**src/rtl/tree_exec_ctrl.sv**
```systemverilog
// rtl/tree_exec_ctrl.sv - issue/drain controller driving skewed per-ALU modes into an ALU-tree processing block
module tree_exec_ctrl #(
    parameter int N_TREE         = 2,
    parameter int N_ALU_PER_TREE = 7,
    parameter int TREE_DEPTH     = 3,
    parameter int MODE_W         = 2,
    parameter int TAG_W          = 8
) (
    input  logic                                     clk,
    input  logic                                     rst,
    input  logic                                     instr_vld,
    output logic                                     instr_rdy,
    input  logic [N_TREE*N_ALU_PER_TREE*MODE_W-1:0]  instr_mode,
    input  logic [TAG_W-1:0]                         instr_tag,
    input  logic                                     instr_last,
    output logic                                     pb_en,
    output logic [N_TREE*N_ALU_PER_TREE*MODE_W-1:0]  pb_alu_mode,
    output logic                                     res_vld,
    output logic [TAG_W-1:0]                         res_tag,
    input  logic                                     res_rdy,
    output logic                                     done,
    output logic [15:0]                              issue_cnt
);

    localparam int NF = N_TREE * N_ALU_PER_TREE;
    localparam int NS = TREE_DEPTH - 1;
    localparam logic [MODE_W-1:0] PASS_1 = MODE_W'(3);

    typedef enum logic [1:0] {IDLE, RUN, DRAIN} state_t;

    state_t             state;
    state_t             state_nxt;
    logic               stall;
    logic               accept;
    logic               any_vld;
    logic [NS-1:0]      vld;
    logic [TAG_W-1:0]   tag [NS];

    function automatic int heap_depth(input int j);
        int d;
        d = 0;
        for (int k = 1; k < 31; k++) begin
            if (j >= (1 << k) - 1) d = k;
        end
        return d;
    endfunction

    assign stall     = res_vld && !res_rdy;
    assign pb_en     = !stall;
    assign instr_rdy = (state != DRAIN) && !stall;
    assign accept    = instr_vld && instr_rdy;
    assign any_vld   = |vld;

    always_ff @(posedge clk or negedge rst) begin
        if (!rst) begin
            state <= IDLE;
        end else begin
            state <= state_nxt;
        end
    end

    always_comb begin
        state_nxt = state;
        done      = 1'b0;
        case (state)
            IDLE: begin
                if (accept) state_nxt = instr_last ? DRAIN : RUN;
            end
            RUN: begin
                if (accept && instr_last) state_nxt = DRAIN;
            end
            DRAIN: begin
                if (!any_vld && !res_vld) begin
                    state_nxt = IDLE;
                    done      = 1'b1;
                end
            end
            default: state_nxt = IDLE;
        endcase
    end

    // Slot k of vld/tag holds the instruction accepted k+1 enabled cycles ago.
    always_ff @(posedge clk or negedge rst) begin
        if (!rst) begin
            vld       <= '0;
            for (int i = 0; i < NS; i++) tag[i] <= '0;
            res_vld   <= 1'b0;
            res_tag   <= '0;
            issue_cnt <= 16'd0;
        end else begin
            if (accept) issue_cnt <= issue_cnt + 16'd1;
            if (pb_en) begin
                vld[0] <= accept;
                if (accept) tag[0] <= instr_tag;
                for (int i = 1; i < NS; i++) begin
                    vld[i] <= vld[i-1];
                    tag[i] <= tag[i-1];
                end
                res_vld <= vld[NS-1];
                if (vld[NS-1]) res_tag <= tag[NS-1];
            end
        end
    end

    genvar f;
    generate
        for (f = 0; f < NF; f++) begin : g_field
            localparam int J   = f % N_ALU_PER_TREE;
            localparam int LVL = TREE_DEPTH - heap_depth(J);

            logic [MODE_W-1:0] in_field;
            assign in_field = instr_mode[f*MODE_W +: MODE_W];

            if (LVL == 1) begin : g_leaf
                assign pb_alu_mode[f*MODE_W +: MODE_W] = accept ? in_field : PASS_1;
            end else begin : g_dly
                // Upper levels see the same instruction later so the wavefront meets at the top ALU.
                logic [MODE_W-1:0] dly [LVL-1];

                always_ff @(posedge clk or negedge rst) begin
                    if (!rst) begin
                        for (int i = 0; i < LVL-1; i++) dly[i] <= PASS_1;
                    end else if (pb_en) begin
                        dly[0] <= in_field;
                        for (int i = 1; i < LVL-1; i++) dly[i] <= dly[i-1];
                    end
                end

                assign pb_alu_mode[f*MODE_W +: MODE_W] = vld[LVL-2] ? dly[LVL-2] : PASS_1;
            end
        end
    endgenerate

endmodule

```
**config.mk**
```make
export PLATFORM = sky130hd
export DESIGN_NAME = tree_exec_ctrl
export DESIGN_NICKNAME = d
export VERILOG_FILES = /design/src/rtl/tree_exec_ctrl.sv
export SDC_FILE = /design/constraint.sdc
export NUM_CORES = 1
export LEC_CHECK = 0
export CORE_AREA = 2 2 81 83
export CTS_BUF_LIST = sky130_fd_sc_hd__clkbuf_8 sky130_fd_sc_hd__clkbuf_16
export DETAILED_ROUTE_END_ITERATION = 12
export DIE_AREA = 0 0 83 85
export PLACE_DENSITY = 0.88
export SYNTH_ARGS = -nofsm -noshare
export SYNTH_HDL_FRONTEND = slang
export SYNTH_SLANG_ARGS = --single-unit
export TNS_END_PERCENT = 1
```
**constraint.sdc**
```tcl
create_clock -name clk -period 1.75 [get_ports clk]
set_input_delay 0.4375 -clock clk [delete_from_list [all_inputs] [get_ports clk]]
set_output_delay 0.4375 -clock clk [all_outputs]
set_load 0.01 [all_outputs]
```
==> results.sh, run 1 <==
export IMPL_ys_ff_latch=61
export IMPL_drtIter0Drc=107
export IMPL_initial_core_util_pct=42.8
export IMPL_synth_edf_count=0
export IMPL_numCtsBuffers=9
export IMPL_io_buffers=96
export IMPL_drt_pass1_iter_count=4
export IMPL_place_ws_ns=-0.709
export IMPL_cp_start_kind="register"
export IMPL_fin_crit_sh_pct=108
export IMPL_power_density_nw_per_um2=1480
export IMPL_synth_main_ff_cell="dfrtp_1"
export IMPL_cap_violations=0
export IMPL_ant_nets=0
export IMPL_die_w_um=83
export IMPL_stdcell_area_um2=3980
export IMPL_syn_to_final_growth_pct=50.0
export IMPL_hp_class="input port to async pin"
export IMPL_synth_cell_types=28
export IMPL_clk_latency_ns=0.34
export IMPL_cp_data_arrival_time_ns=1.46
export IMPL_synth_compound_area_share_pct=0.236
export IMPL_diodes=0
export IMPL_finalHoldViolations=0
export IMPL_violations="setup timing"
export IMPL_routabilityCongestion=0.793
export IMPL_setup_viol=18
export IMPL_slew_viol_final=0
export IMPL_async_flop_share_pct=100
export IMPL_drive_gt1_share_pct=26.3
export IMPL_muxShareOfSynthArea_pct=7.21
export IMPL_path_delay_family="simple AND/OR/NAND/NOR gates"
export IMPL_slowest_stage="dfrtp_1"
export IMPL_clk_pin_slew_ns=0.07
export IMPL_core_um2=6200
export IMPL_n_fill_cell=490
export IMPL_grt_pass1_wl_mm=10.3
export IMPL_track_usage_pct=18.4
export IMPL_postCtsHoldBufs=0
export IMPL_cts_htree_levels=3
export IMPL_synthSimpleGateAreaFrac_pct=26.4
export IMPL_min_period_ns=1.90
export IMPL_status="complete, but fails checks"
export IMPL_post_synth_cell_area_avg_um2=10.7
export IMPL_rows=29
export IMPL_rsz0062_at_grt="yes"
export IMPL_vias_per_cell=4.79
export IMPL_clkSinkCount=61
export IMPL_worstMarginPinSlew_ns=0.324
export IMPL_postSynthCellCount=248
export IMPL_overflow=0
export IMPL_wl_mm=6.07
export IMPL_die_h_um=85
export IMPL_p_leak_nw=1.91
export IMPL_finalClockSkew_ns=0.00665
export IMPL_setup_ws_ns=-0.147
export IMPL_cp_end_kind="output port"
export IMPL_fmax_ghz=0.527
export IMPL_synth_xor_area_share_pct=4.95
export IMPL_ir_drop_mv=0.965
export IMPL_synth_seq_area_share_pct=58.2
export IMPL_drcViolationCount=0
export IMPL_wl_per_cell_um=13.6
export IMPL_layout_commonest_cell="nand2_1"
export IMPL_critPathMaxFanout=8
export IMPL_cp_startpoint="res_vld"
export IMPL_critPathMaxStageDelay_ns=0.39
export IMPL_final_util_pct=64.2
export IMPL_nets=406
export IMPL_dpl_cell_area_um2=3800
export IMPL_place_detailed_hpwl_mm=4.18
export IMPL_cts_max_path_buffers=2
export IMPL_num_io_pins=97
export IMPL_dieArea_um2=7060
export IMPL_crit_required_ns=1.31
export IMPL_grt_max_degree=62
export IMPL_synth_nets=290
export IMPL_synth_top_family_by_area="simple AND/OR/NAND/NOR gates"
export IMPL_timing_rr_start="res_vld"
export IMPL_netlist_area_um2=2660
export IMPL_synth_fa_ha_area_share_pct=0.471
export IMPL_cp_cell_sequence="nor2b_4 -> inv_2 -> and3_4 -> buf_16 -> nand2b_1 -> buf_2"
export IMPL_cts_root_buf="clkbuf_8"
export IMPL_antenna_found_initial=0
export IMPL_power_total_mw=5.88
export IMPL_critPathBufInv=3
export IMPL_grt_pass1_vias=2189
export IMPL_yosys_warnings=0
export IMPL_layout_common_cells="nand2_1 (84), clkdlybuf4s50_1 (47), dfrtp_1 (44)"
export IMPL_critical_path_class="register to output port"
export IMPL_cts_tree="done"
export IMPL_vias=2136
export IMPL_maxSlewHeadroom_pct=78.4
## synthesized netlist by cell type, types with 2 or more instances
library cell	number	area share (%)
and3_1	5	1.2
and4_1	3	0.99
buf_1	2	0.28
buf_2	2	0.38
buf_6	3	1.3
clkbuf_1	3	0.42
dfrtp_1	45	42
dfstp_2	16	16
mux2_1	3	1.3
mux2_2	14	5.9
nand2_1	84	12
nand2b_1	30	7.1
nand3_1	7	1.3
nand4_1	3	0.71
nor2_1	2	0.28
xnor2_1	13	4.3
xor2_1	2	0.66
## sequential cells by signal (all words and copies together), names as in the netlist
register and count:
g_field.g_dly.dly 16, issue_cnt 16, res_tag 8, res_vld 1
state 2, tag 16, vld 2
## routing by layer
layer  vias to the layer above  track usage (%)  wire length [um]
li1                       1031                -                 -
met1                      1022             22.6              2630
met2                        70             30.6              3020
met3                        13             4.47               285
met4                         0             9.09               137
met5                         -                0                 0
## layout make-up
cell class	instances	area, um^2	share of cell area, %
clock buffer	9	124	3.11
inverter	1	3.75	0.0943
timing repair buffer	115	1090	27.3
sequential	61	1550	38.9
tap	77	96.3	2.42
clock inverter	7	52.6	1.32
multi-input combinational	176	1070	26.9
## through the flow
step / hold slack, ns / instances / setup TNS [ns]
6_report: 0.0841 / 446 / -2.46
3_3_place_gp: 0.438 / 427 / -23.26
3_5_place_dp: 0.443 / 427 / -23.50
5_1_grt: 0.113 / 446 / -3.68
2_1_floorplan: 0.142 / 248 / 0
4_1_cts: 0.104 / 445 / -2.49
## what timing repair did
action,4_1_cts,5_1_grt
gates resized for setup,105,23
hold endpoints to repair,0,0
setup endpoints to repair,54,32
pin swaps,0,1
gates cloned,1,0
setup buffers,1,1
## worst paths after layout
kind / endpoint / slack [ns] / cells past startpoint
setup reg to reg: issue_cnt[12] / 0.11 / 7
hold reg to reg: g_field[7].g_dly.dly[1] / 0.45 / 2
min in group clk: g_field[7].g_dly.dly[1] / 0.45 / 2
max in group asynchronous: g_field[1].g_dly.dly[1] / 1.34 / 2
setup / recovery: pb_alu_mode[23] / -0.15 / 6
hold / removal: issue_cnt[5] / 0.08 / 2
## power by group
group,internal (mW),total (mW),switching (mW)
Combinational,1.29,2.41,1.11
Clock,0.513,1.10,0.585
Sequential,2.03,2.37,0.343
## logic make-up after synthesis
kind of cell	after synthesis
compound gates	1
xor+xnor	15
fa+ha+maj	1
buf+inv	11
flops	61
mux	17
simple gates	142
(Power assumes the default switching activity.)
==> run 2, diff against run 1 <==
- PLACE_DENSITY: 0.88 -> 0.79
==> run 2 against run 1 <==
- the flow still finishes with violations (setup timing)
- highest routed layer unchanged
- via count down 1.4%
- clock power up 21%
- wire length up 5.9%
- worst hold slack better by 0.012 ns
- setup slack worse by 0.12 ns
- flip-flop and latch count unchanged
- sequential power about the same
==> results.sh, run 2 (synthesized netlist as in run 1, its figures left out) <==
export IMPL_numCtsBuffers=9
export IMPL_die_h_um=85
export IMPL_cp_end_kind="output port"
export IMPL_switchingPower_mw=2.05
export IMPL_routabilityCongestion=0.752
export IMPL_pwr_share_clk_pct=21.3
export IMPL_setup_ws_ns=-0.265
export IMPL_final_util_pct=66.3
export IMPL_vias=2107
export IMPL_dieArea_um2=7060
export IMPL_power_frac_comb_pct=40.6
export IMPL_place_detailed_hpwl_mm=4.43
export IMPL_layout_commonest_cell="nand2_1"
export IMPL_finalHoldViolations=0
export IMPL_cts_max_path_buffers=2
export IMPL_critPathMaxFanout=8
export IMPL_nets=408
export IMPL_overflow=0
export IMPL_io_buffers=96
export IMPL_antenna_found_initial=0
export IMPL_cap_violations=0
export IMPL_layout_common_cells="nand2_1 (84), clkdlybuf4s50_1 (49), dfrtp_1 (44)"
export IMPL_violations="setup timing"
export IMPL_power_frac_seq_pct=38.1
export IMPL_status="complete, but fails checks"
export IMPL_core_um2=6200
export IMPL_slew_viol_final=0
export IMPL_clk_pin_slew_ns=0.07
export IMPL_maxSlewHeadroom_pct=79.1
export IMPL_cp_data_arrival_time_ns=1.58
export IMPL_die_w_um=83
export IMPL_grt_pass1_wl_mm=10.5
export IMPL_drtIter0Drc=93
export IMPL_critical_path_class="register to output port"
export IMPL_cp_start_kind="register"
export IMPL_power_density_nw_per_um2=1510
export IMPL_initial_core_util_pct=42.8
export IMPL_worstMarginPinSlew_ns=0.314
export IMPL_rows=29
export IMPL_stdcell_area_um2=4120
export IMPL_hp_class="input port to async pin"
export IMPL_syn_to_final_growth_pct=55.0
export IMPL_critPathMaxStageDelay_ns=0.37
export IMPL_path_delay_family="buffers and inverters"
export IMPL_dp_cells=429
export IMPL_cts_htree_levels=3
export IMPL_diodes=0
export IMPL_fin_crit_sh_pct=115
export IMPL_finalClockSkew_ns=0.00708
export IMPL_place_ws_ns=-0.730
export IMPL_wl_per_cell_um=14.4
export IMPL_grt_max_degree=62
export IMPL_slowest_stage="dfrtp_1"
export IMPL_switching_share_pct=32.9
export IMPL_setup_viol=19
export IMPL_rsz0062_at_grt="yes"
export IMPL_fmax_ghz=0.496
export IMPL_grt_pass1_vias=2152
export IMPL_p_leak_nw=2.02
export IMPL_ir_drop_mv=0.947
export IMPL_clk_latency_ns=0.33
export IMPL_stdcell_count=448
export IMPL_clkSinkCount=61
export IMPL_largestRegisters="g_field.g_dly.dly x16, issue_cnt x16, tag x16"
export IMPL_min_period_ns=2.01
export IMPL_cts_tree="done"
export IMPL_ant_nets=0
export IMPL_postCtsHoldBufs=0
export IMPL_cp_cell_sequence="nor2b_4 -> inv_2 -> and3_4 -> buf_12 -> buf_16 -> nand2b_1 -> buf_2"
export IMPL_track_usage_pct=18.9
export IMPL_wl_mm=6.43
export IMPL_dpl_cell_area_um2=3820
export IMPL_drcViolationCount=0
export IMPL_cts_root_buf="clkbuf_8"
export IMPL_drive_gt1_share_pct=28.6
export IMPL_num_io_pins=97
export IMPL_p_int_mw=4.18
export IMPL_crit_required_ns=1.31
export IMPL_drt_pass1_iter_count=4
export IMPL_critPathBufInv=4
export IMPL_vias_per_cell=4.70
[run 2: cell count changes in the layout (fill, tap and decap cells not counted), sizes merged]
cell and change:
buf +2, bufinv +2, clkdlybuf4s15 -4, dlygate4sd2 -1, dlymetal6s2s +1, clkinvlp -4
clkbuf +2, clkdlybuf4s50 +2, inv +2
[run 2: per-layer routing]
metal	vias up	global-route usage, %	wire [um]
met5	-	0	0
met4	0	8.64	98
met3	10	4.96	332
met2	62	31.5	3320
met1	1002	23.2	2680
li1	1033	-	-
[run 2: timing repair]
item	in CTS	in global routing
buffers inserted	2	1
gates resized for setup	100	38
cloned	1	0
endpoints found under the setup margin	50	37
[run 2: final timing paths]
kind	from	endpoint	slack, ns	cells after the start
max	res_vld	pb_alu_mode[27]	-0.26	7
min	rst	issue_cnt[0]	0.1	2
max reg2reg	res_vld	tag[12]	0.05	7
min reg2reg	g_field[7].g_dly.dly[0]	g_field[7].g_dly.dly[0]	0.45	2
max in group asynchronous	rst	g_field[0].g_dly.dly[2]	1.34	2
min in group clk	g_field[7].g_dly.dly[0]	g_field[7].g_dly.dly[0]	0.45	2
[run 2: stage by stage]
stage	hold WS, ns	TNS [ns]	total power [mW]
finish	0.0961	-3.68	6.22
floorplan	0.142	0	3.54
global route	0.103	-5.12	6.60
global placement	0.438	-20.72	4.77
CTS	0.111	-3.82	6.14
detailed placement	0.440	-22.17	4.89
[run 2: cell type report]
cell class | count | area, um^2
Inverter | 1 | 3.75
Fill cell | 477 | 2090
Multi-Input combinational cell | 176 | 1130
Tap cell | 77 | 96.3
Clock buffer | 9 | 124
Timing Repair Buffer | 117 | 1130
Clock inverter | 7 | 82.6
Sequential cell | 61 | 1550
[run 2: worst reg2reg max path, stage by stage, from the launching register on]
cell and delay (ns):
dfrtp_1 0.40, nor2b_4 0.14, inv_2 0.06, and3_4 0.21
buf_12 0.11, buf_16 0.14, buf_4 0.18, mux2_2 0.34
[run 2: power groups by stage]
stage                     registers (mW)  clock network [mW]  logic, mW
after floorplan                     2.40                   0       1.14
after global placement              2.35                   0       2.42
after detailed placement            2.39                   0       2.50
after CTS                           2.37                1.34       2.43
after global routing                2.43                1.42       2.74
final                               2.37                1.33       2.53
